--- src/rtl/blockade_bus_ctrl.sv ---
// Bus glue between the 8080-mode CPU wrapper and Blockade's ROM, RAMs and I/O ports.
// Also owns the VBLANK interrupt and the coin-triggered NMI pulse.
module blockade_bus_ctrl #(
  parameter logic [7:0] INT_VECTOR = 8'hFF,
  parameter int         NMI_WIDTH  = 16
) (
  input  logic        CLK,
  input  logic        RESET,
  input  logic [15:0] CPU_ADDR,
  input  logic [7:0]  CPU_DOUT,
  output logic [7:0]  CPU_DIN,
  input  logic        nMREQ,
  input  logic        nIORQ,
  input  logic        nRD,
  input  logic        nWR,
  output logic        nINT,
  output logic        nNMI,
  output logic [11:0] ROM_ADDR,
  input  logic [7:0]  ROM_DATA,
  output logic [7:0]  RAM_ADDR,
  input  logic [7:0]  RAM_DATA,
  output logic        RAM_WE,
  output logic [9:0]  VRAM_ADDR,
  input  logic [7:0]  VRAM_DATA,
  output logic        VRAM_WE,
  output logic [7:0]  WDATA,
  input  logic [7:0]  IN1,
  input  logic [7:0]  IN2,
  input  logic [7:0]  IN4,
  output logic [7:0]  OUT1,
  output logic [7:0]  OUT2,
  output logic [7:0]  OUT4,
  output logic        SND_STB,
  input  logic        VBLANK,
  input  logic        COIN
);

  typedef struct packed {
    logic mem_rd;
    logic io_rd;
    logic ack;
    logic mem_wr;
    logic io_wr;
  } bus_req_t;

  typedef enum logic [1:0] {NMI_IDLE, NMI_PULSE, NMI_HOLD} nmi_state_t;

  bus_req_t   req;
  nmi_state_t nmi_state;
  logic [7:0] nmi_cnt;
  logic [7:0] port;
  logic       rom_sel, vram_sel, ram_sel;
  logic       wr_q, vb_q, coin_q, ack_q;
  logic       wr_ev, vb_rise, coin_fall, ack_first;
  logic       int_pend, int_next;

  assign ROM_ADDR  = CPU_ADDR[11:0];
  assign RAM_ADDR  = CPU_ADDR[7:0];
  assign VRAM_ADDR = CPU_ADDR[9:0];
  assign WDATA     = CPU_DOUT;
  assign port      = CPU_ADDR[7:0];

  assign rom_sel  = (CPU_ADDR[15:12] == 4'h0);
  assign vram_sel = (CPU_ADDR[15:10] == 6'b100000);
  assign ram_sel  = (CPU_ADDR[15:8]  == 8'hFF);

  // Only the first low cycle of nWR counts, so long strobes write once.
  assign wr_ev     = ~nWR & wr_q & ~RESET;
  assign vb_rise   = VBLANK & ~vb_q;
  assign coin_fall = ~COIN & coin_q;
  assign ack_first = req.ack & ~ack_q;

  always_comb begin
    req        = '0;
    req.mem_rd = ~nMREQ & ~nRD;
    req.io_rd  = ~nIORQ & ~nRD;
    req.ack    = ~nIORQ & nRD & nWR;
    req.mem_wr = ~nMREQ & wr_ev;
    req.io_wr  = ~nIORQ & wr_ev;
  end

  always_comb begin
    CPU_DIN = 8'hFF;
    if (RESET) begin
      CPU_DIN = 8'hFF;
    end else if (req.mem_rd) begin
      if (rom_sel)       CPU_DIN = ROM_DATA;
      else if (vram_sel) CPU_DIN = VRAM_DATA;
      else if (ram_sel)  CPU_DIN = RAM_DATA;
    end else if (req.io_rd) begin
      case (port)
        8'h01:   CPU_DIN = IN1;
        8'h02:   CPU_DIN = IN2;
        8'h04:   CPU_DIN = IN4;
        default: CPU_DIN = 8'hFF;
      endcase
    end else if (req.ack) begin
      CPU_DIN = INT_VECTOR;
    end
  end

  assign RAM_WE  = req.mem_wr & ram_sel;
  assign VRAM_WE = req.mem_wr & vram_sel;
  assign SND_STB = req.io_wr & (port == 8'h08);

  // A VBLANK edge coinciding with an acknowledge must not be lost.
  always_comb begin
    int_next = int_pend;
    if (vb_rise)        int_next = 1'b1;
    else if (ack_first) int_next = 1'b0;
  end

  always_ff @(posedge CLK) begin
    if (RESET) begin
      wr_q      <= 1'b1;
      vb_q      <= 1'b1;
      coin_q    <= 1'b1;
      ack_q     <= 1'b0;
      int_pend  <= 1'b0;
      nINT      <= 1'b1;
      nNMI      <= 1'b1;
      nmi_state <= NMI_IDLE;
      nmi_cnt   <= 8'd0;
      OUT1      <= 8'h00;
      OUT2      <= 8'h00;
      OUT4      <= 8'h00;
    end else begin
      wr_q     <= nWR;
      vb_q     <= VBLANK;
      coin_q   <= COIN;
      ack_q    <= req.ack;
      int_pend <= int_next;
      nINT     <= ~int_next;
      if (req.io_wr) begin
        case (port)
          8'h01:   OUT1 <= CPU_DOUT;
          8'h02:   OUT2 <= CPU_DOUT;
          8'h04:   OUT4 <= CPU_DOUT;
          default: ;
        endcase
      end
      case (nmi_state)
        NMI_IDLE: if (coin_fall) begin
          nmi_state <= NMI_PULSE;
          nmi_cnt   <= 8'(NMI_WIDTH);
          nNMI      <= 1'b0;
        end
        NMI_PULSE: begin
          nmi_cnt <= nmi_cnt - 8'd1;
          if (nmi_cnt == 8'd1) begin
            nmi_state <= NMI_HOLD;
            nNMI      <= 1'b1;
          end
        end
        NMI_HOLD: if (COIN) nmi_state <= NMI_IDLE;
        default: begin
          nmi_state <= NMI_IDLE;
          nNMI      <= 1'b1;
        end
      endcase
    end
  end

endmodule

--- config.mk ---
export PLATFORM = sky130hd
export DESIGN_NAME = blockade_bus_ctrl
export DESIGN_NICKNAME = d
export VERILOG_FILES = /design/src/rtl/blockade_bus_ctrl.sv
export SDC_FILE = /design/constraint.sdc
export NUM_CORES = 1
export LEC_CHECK = 0
export ABC_AREA = 1
export ABC_CLOCK_PERIOD_IN_PS = 1700
export CAP_MARGIN = 20
export CORE_ASPECT_RATIO = 0.9
export CORE_UTILIZATION = 35
export CTS_CLUSTER_SIZE = 28
export DETAILED_ROUTE_END_ITERATION = 7
export PLACE_DENSITY = 0.72
export SYNTH_ARGS = -nofsm -noshare
export SYNTH_HDL_FRONTEND = slang
export SYNTH_SLANG_ARGS = --single-unit
--- constraint.sdc ---
create_clock -name CLK -period 1.7 [get_ports CLK]
set_input_delay 0.34 -clock CLK [delete_from_list [all_inputs] [get_ports CLK]]
set_output_delay 0.34 -clock CLK [all_outputs]
set_load 0.1 [all_outputs]
==> flow_summary_export.csv, run 1 <==
group,metric,value,unit
status,run_status,"complete, but fails checks",
status,violations,"setup timing",
timing,finalWorstPathRequiredPeriod,1.87,ns
yosys,synth.net_count,500,
die,start_util,36.3,%
setup_path,critical_path.reg2reg.startpoint,"wr_q$_SDFF_PP1_",
yosys,xor_xnor_share_of_the_synthesized_area,0,%
global_route,grtUsageTotal,24.1,%
placement,dpl.hpwl,7430,um
pwr,swShare,37.8,%
placement,gp_congestion,0.864,
finish,areaGrowthSynthToFinish,116,%
timing,worst_pin_slew,0.340,ns
cts,ctsRootBufferMaster,"sky130_fd_sc_hd__clkbuf_8",
cts,clkTransAtPathRegs,0.07,ns
timing,report.final.setup_viol,10,
global_route,overflow,0,
cts,clock_insertion_delay_worst_skew,0.30,ns
cts,max-clock-path-buffers,2,
die,ios,155,
global_route,grt_start_max_net_pins,33,
die,die-area,0.00822,sq mm
finish,finish.net_count,668,
routing,drt_first_pass_iters,4,
setup_path,worst_r2r_endpoint,"OUT2[5]$_SDFFE_PP0P_",
yosys,postSynthRegisterBits,41,
global_route,wire_length_of_the_first_global_routing_pass,15400,um
setup_path,worstSetupStartpoint,"CPU_ADDR[0]",
yosys,yosysWarningCount,0,
global_route,grt_pass1_vias,3340,
pwr,power.density,564,mW/mm^2
routing,drt_first_iter_violations,113,
yosys,yosys-mux-area-fraction,0,%
pwr,combinationalPowerShare,44.5,%
timing,min_period_over_period,110,%
die,die_w,95.4,um
hold_path,min_path_cells,3,
setup_path,worstSetupPathType,"input pin to output port",
yosys,netlist.top_cell.by_area,"sky130_fd_sc_hd__dfxtp_1",
yosys,synth_async_sr_flop_share,0,%
pwr,net-switching-power,1.26,mW
cts,cts_sinks,41,
flow_run,max_cap_viol_count,0,
cts,tritoncts_clock_tree,"yes",
hold_path,worst_hold_path.endpoint,"wr_q$_SDFF_PP1_",
setup_path,timing.critical_path.fanout_max,5,
finish,postLayoutCoreUtil,78.3,%
setup_path,r2r_slack,0.37,ns
pwr,power_frac_seq,31.1,%
pwr,share_clk_of_total_power,24.5,%
finish,final_layout_size_suffix_gt1_share,45.1,%
yosys,synth_edf_count,0,
placement,pre_cts_slack,-0.565,ns
routing,vias,3303,
pwr,p_leak,2.64,nW
setup_path,timing.reg2reg.worst_path_depth,6,
yosys,combinational_family_with_the_most_area_after_synthesis,"simple AND/OR/NAND/NOR gates",
hold_path,min_path_type,"input pin to register",
timing,slew_violations,0,
yosys,synth_flop_cell,"sky130_fd_sc_hd__dfxtp_1",
timing,clock-skew-final,0.00872,ns
yosys,synth.avg_cell_area,6.58,sq um
die,rows,30,
yosys,synth.cell_area,0.00275,sq mm
routing,ant_nets,0,
die,die_y,86.1,um
cts,cts_htree_levels,2,
routing,drc,0,
timing,setup_tns,-1.25,ns
die,core-area,0.00758,sq mm
finish,area_of_all_placed_cells_without_fillers,0.00593,sq mm
placement,dpl_cell_area,0.00527,sq mm
timing,holdWs,0.282,ns
hold_path,worst_hold_startpoint,"nWR",
setup_path,required,1.36,ns
timing,fmaxAchievable,0.535,GHz
timing,post_route_worst_setup_slack,-0.170,ns
placement,place_inst,659,
yosys,synth-adder-area-share,0.910,%
setup_path,critPathCaptureType,"output port",
timing,timing.slew.headroom,77.3,%
routing,wirelength,9840,um
timing,final-hold-violation-count,0,
placement,port_buffer_count,154,
timing,rsz0062_at_grt,"yes",
pwr,p_total,3.35,mW
routing,avgRoutedWirePerCell,14.4,um
finish,final-instance-count-excl-fill,684,
yosys,post-synth-top-area-fraction,29.8,%
yosys,sequential_area_share_after_synthesis,29.8,%
yosys,synth_compound_area_share,10.0,%
global_route,antenna_found_initial,1,
yosys,yosys.area_share.simple,40.8,%
cts,numCtsBuffers,5,
routing,drt_via_density,4.83,
setup_path,cp_data_arrival_time,1.53,ns
yosys,post_synth_main_area_contributors,"sky130_fd_sc_hd__dfxtp_1 30%, sky130_fd_sc_hd__nor2_1 12%, sky130_fd_sc_hd__buf_4 11%",
pwr,vdd_ir_drop_max,0.359,mV
pwr,cell_internal_pwr,2.08,mW
yosys,netlist-cell-type-count,30,
yosys,syn-instance-count,418,
setup_path,timing.critical_path.from_type,"input pin",
final cells by class:
class	count	area, sq um
fillers	510	1650
flip-flops and latches	41	822
inverters	41	220
clock buffers	7	86.3
well taps	96	120
multi-input cells	294	1860
repair buffers	203	2790
clock inverters	1	30.0
diodes	1	2.50
power by group through the flow:
stage	Clock, mW	Sequential [mW]	Combinational [mW]
floorplan	0	1.09	0.807
global placement	0	1.06	1.37
detailed placement	0	1.06	1.39
CTS	0.825	1.04	1.45
global route	0.882	1.05	1.57
finish	0.819	1.04	1.49
critical path, cell delays in order:
cell and delay, ns:
sky130_fd_sc_hd__buf_4 0.14, sky130_fd_sc_hd__inv_4 0.06, sky130_fd_sc_hd__buf_6 0.09, sky130_fd_sc_hd__nand2_4 0.06, sky130_fd_sc_hd__nor2_4 0.23, sky130_fd_sc_hd__nand3_2 0.11, sky130_fd_sc_hd__nand2_1 0.09, sky130_fd_sc_hd__nor2_1 0.04
sky130_fd_sc_hd__nand2_1 0.07, sky130_fd_sc_hd__nand2_2 0.06, sky130_fd_sc_hd__nand2_4 0.07, sky130_fd_sc_hd__buf_12 0.16
timing repair:
action / in CTS / in global routing
pin swaps: 47 / 53
setup endpoints to repair: 35 / 11
hold buffers: 0 / 0
buffers inserted: 7 / 4
gates cloned: 6 / 2
resized for setup: 115 / 77
routing by layer:
metal | wire [um] | vias to the layer above | track usage (%)
li1 | - | 1646 | -
met1 | 3750 | 1509 | 26.3
met2 | 5190 | 131 | 45.8
met3 | 720 | 17 | 7.00
met4 | 185 | 0 | 4.88
met5 | 0 | - | 0
placed cells by master, fill, tap and decap left out, drive strengths merged, types with 10 or more instances in the layout:
cell / synthesis / layout
nand2: 85 / 85
nand4: 10 / 10
buf: 42 / 132
o21ai: 39 / 39
nand3: 33 / 33
dfxtp: 41 / 41
clkbuf: 3 / 14
inv: 37 / 37
nor2: 96 / 99
clkdlybuf4s50: 0 / 58
cells in the mapped netlist (2+ instances only):
cell	count
sky130_fd_sc_hd__nor2_4	5
sky130_fd_sc_hd__nand4_1	9
sky130_fd_sc_hd__a21oi_1	9
sky130_fd_sc_hd__o21ai_1	4
sky130_fd_sc_hd__o21ai_0	35
sky130_fd_sc_hd__inv_2	5
sky130_fd_sc_hd__clkinv_4	4
sky130_fd_sc_hd__nand2_1	78
sky130_fd_sc_hd__inv_1	32
sky130_fd_sc_hd__dfxtp_1	41
sky130_fd_sc_hd__nand3_1	33
sky130_fd_sc_hd__nor2_1	89
sky130_fd_sc_hd__buf_6	2
sky130_fd_sc_hd__nand2_2	4
sky130_fd_sc_hd__nand3b_1	8
sky130_fd_sc_hd__clkbuf_1	3
sky130_fd_sc_hd__nor2_8	2
sky130_fd_sc_hd__buf_4	40
sky130_fd_sc_hd__ha_1	2
sky130_fd_sc_hd__nand2_4	3
kinds of logic (layout without fill, tap and decap cells):
group / Yosys count / in the layout
adder cells (fa/ha/maj): 2 / 2
flip-flops: 41 / 41
other: 0 / 1
AO/OA/AOI/OAI: 53 / 53
AND/OR/NAND/NOR: 236 / 239
buffers and inverters: 86 / 252
registers in the layout, indices dropped and copies added, names as in the netlist:
name	cells
nINT	1
int_pend	1
OUT4	8
vb_q	1
nmi_cnt	8
wr_q	1
coin_q	1
nNMI	1
OUT1	8
nmi_state	2
ack_q	1
OUT2	8
how the worst max path moves through the flow:
stage	to	slack, ns	depth (start not counted)
6_report	CPU_DIN[3]	-0.17	12
4_1_cts	CPU_DIN[1]	-0.22	13
2_1_floorplan	SND_STB	-0.33	5
5_1_grt	CPU_DIN[6]	-0.21	13
3_3_place_gp	CPU_DIN[7]	-0.53	9
3_5_place_dp	CPU_DIN[4]	-0.56	9
(Power assumes the default switching activity.)
==> run 2: changes to the inputs <==
CTS_CLUSTER_SIZE = 12   (was 28)
HOLD_SLACK_MARGIN = 0.15   (was unset)
==> results of run 2 <==
Same layout as run 1: the final DEF is identical, and so are final timing and power.
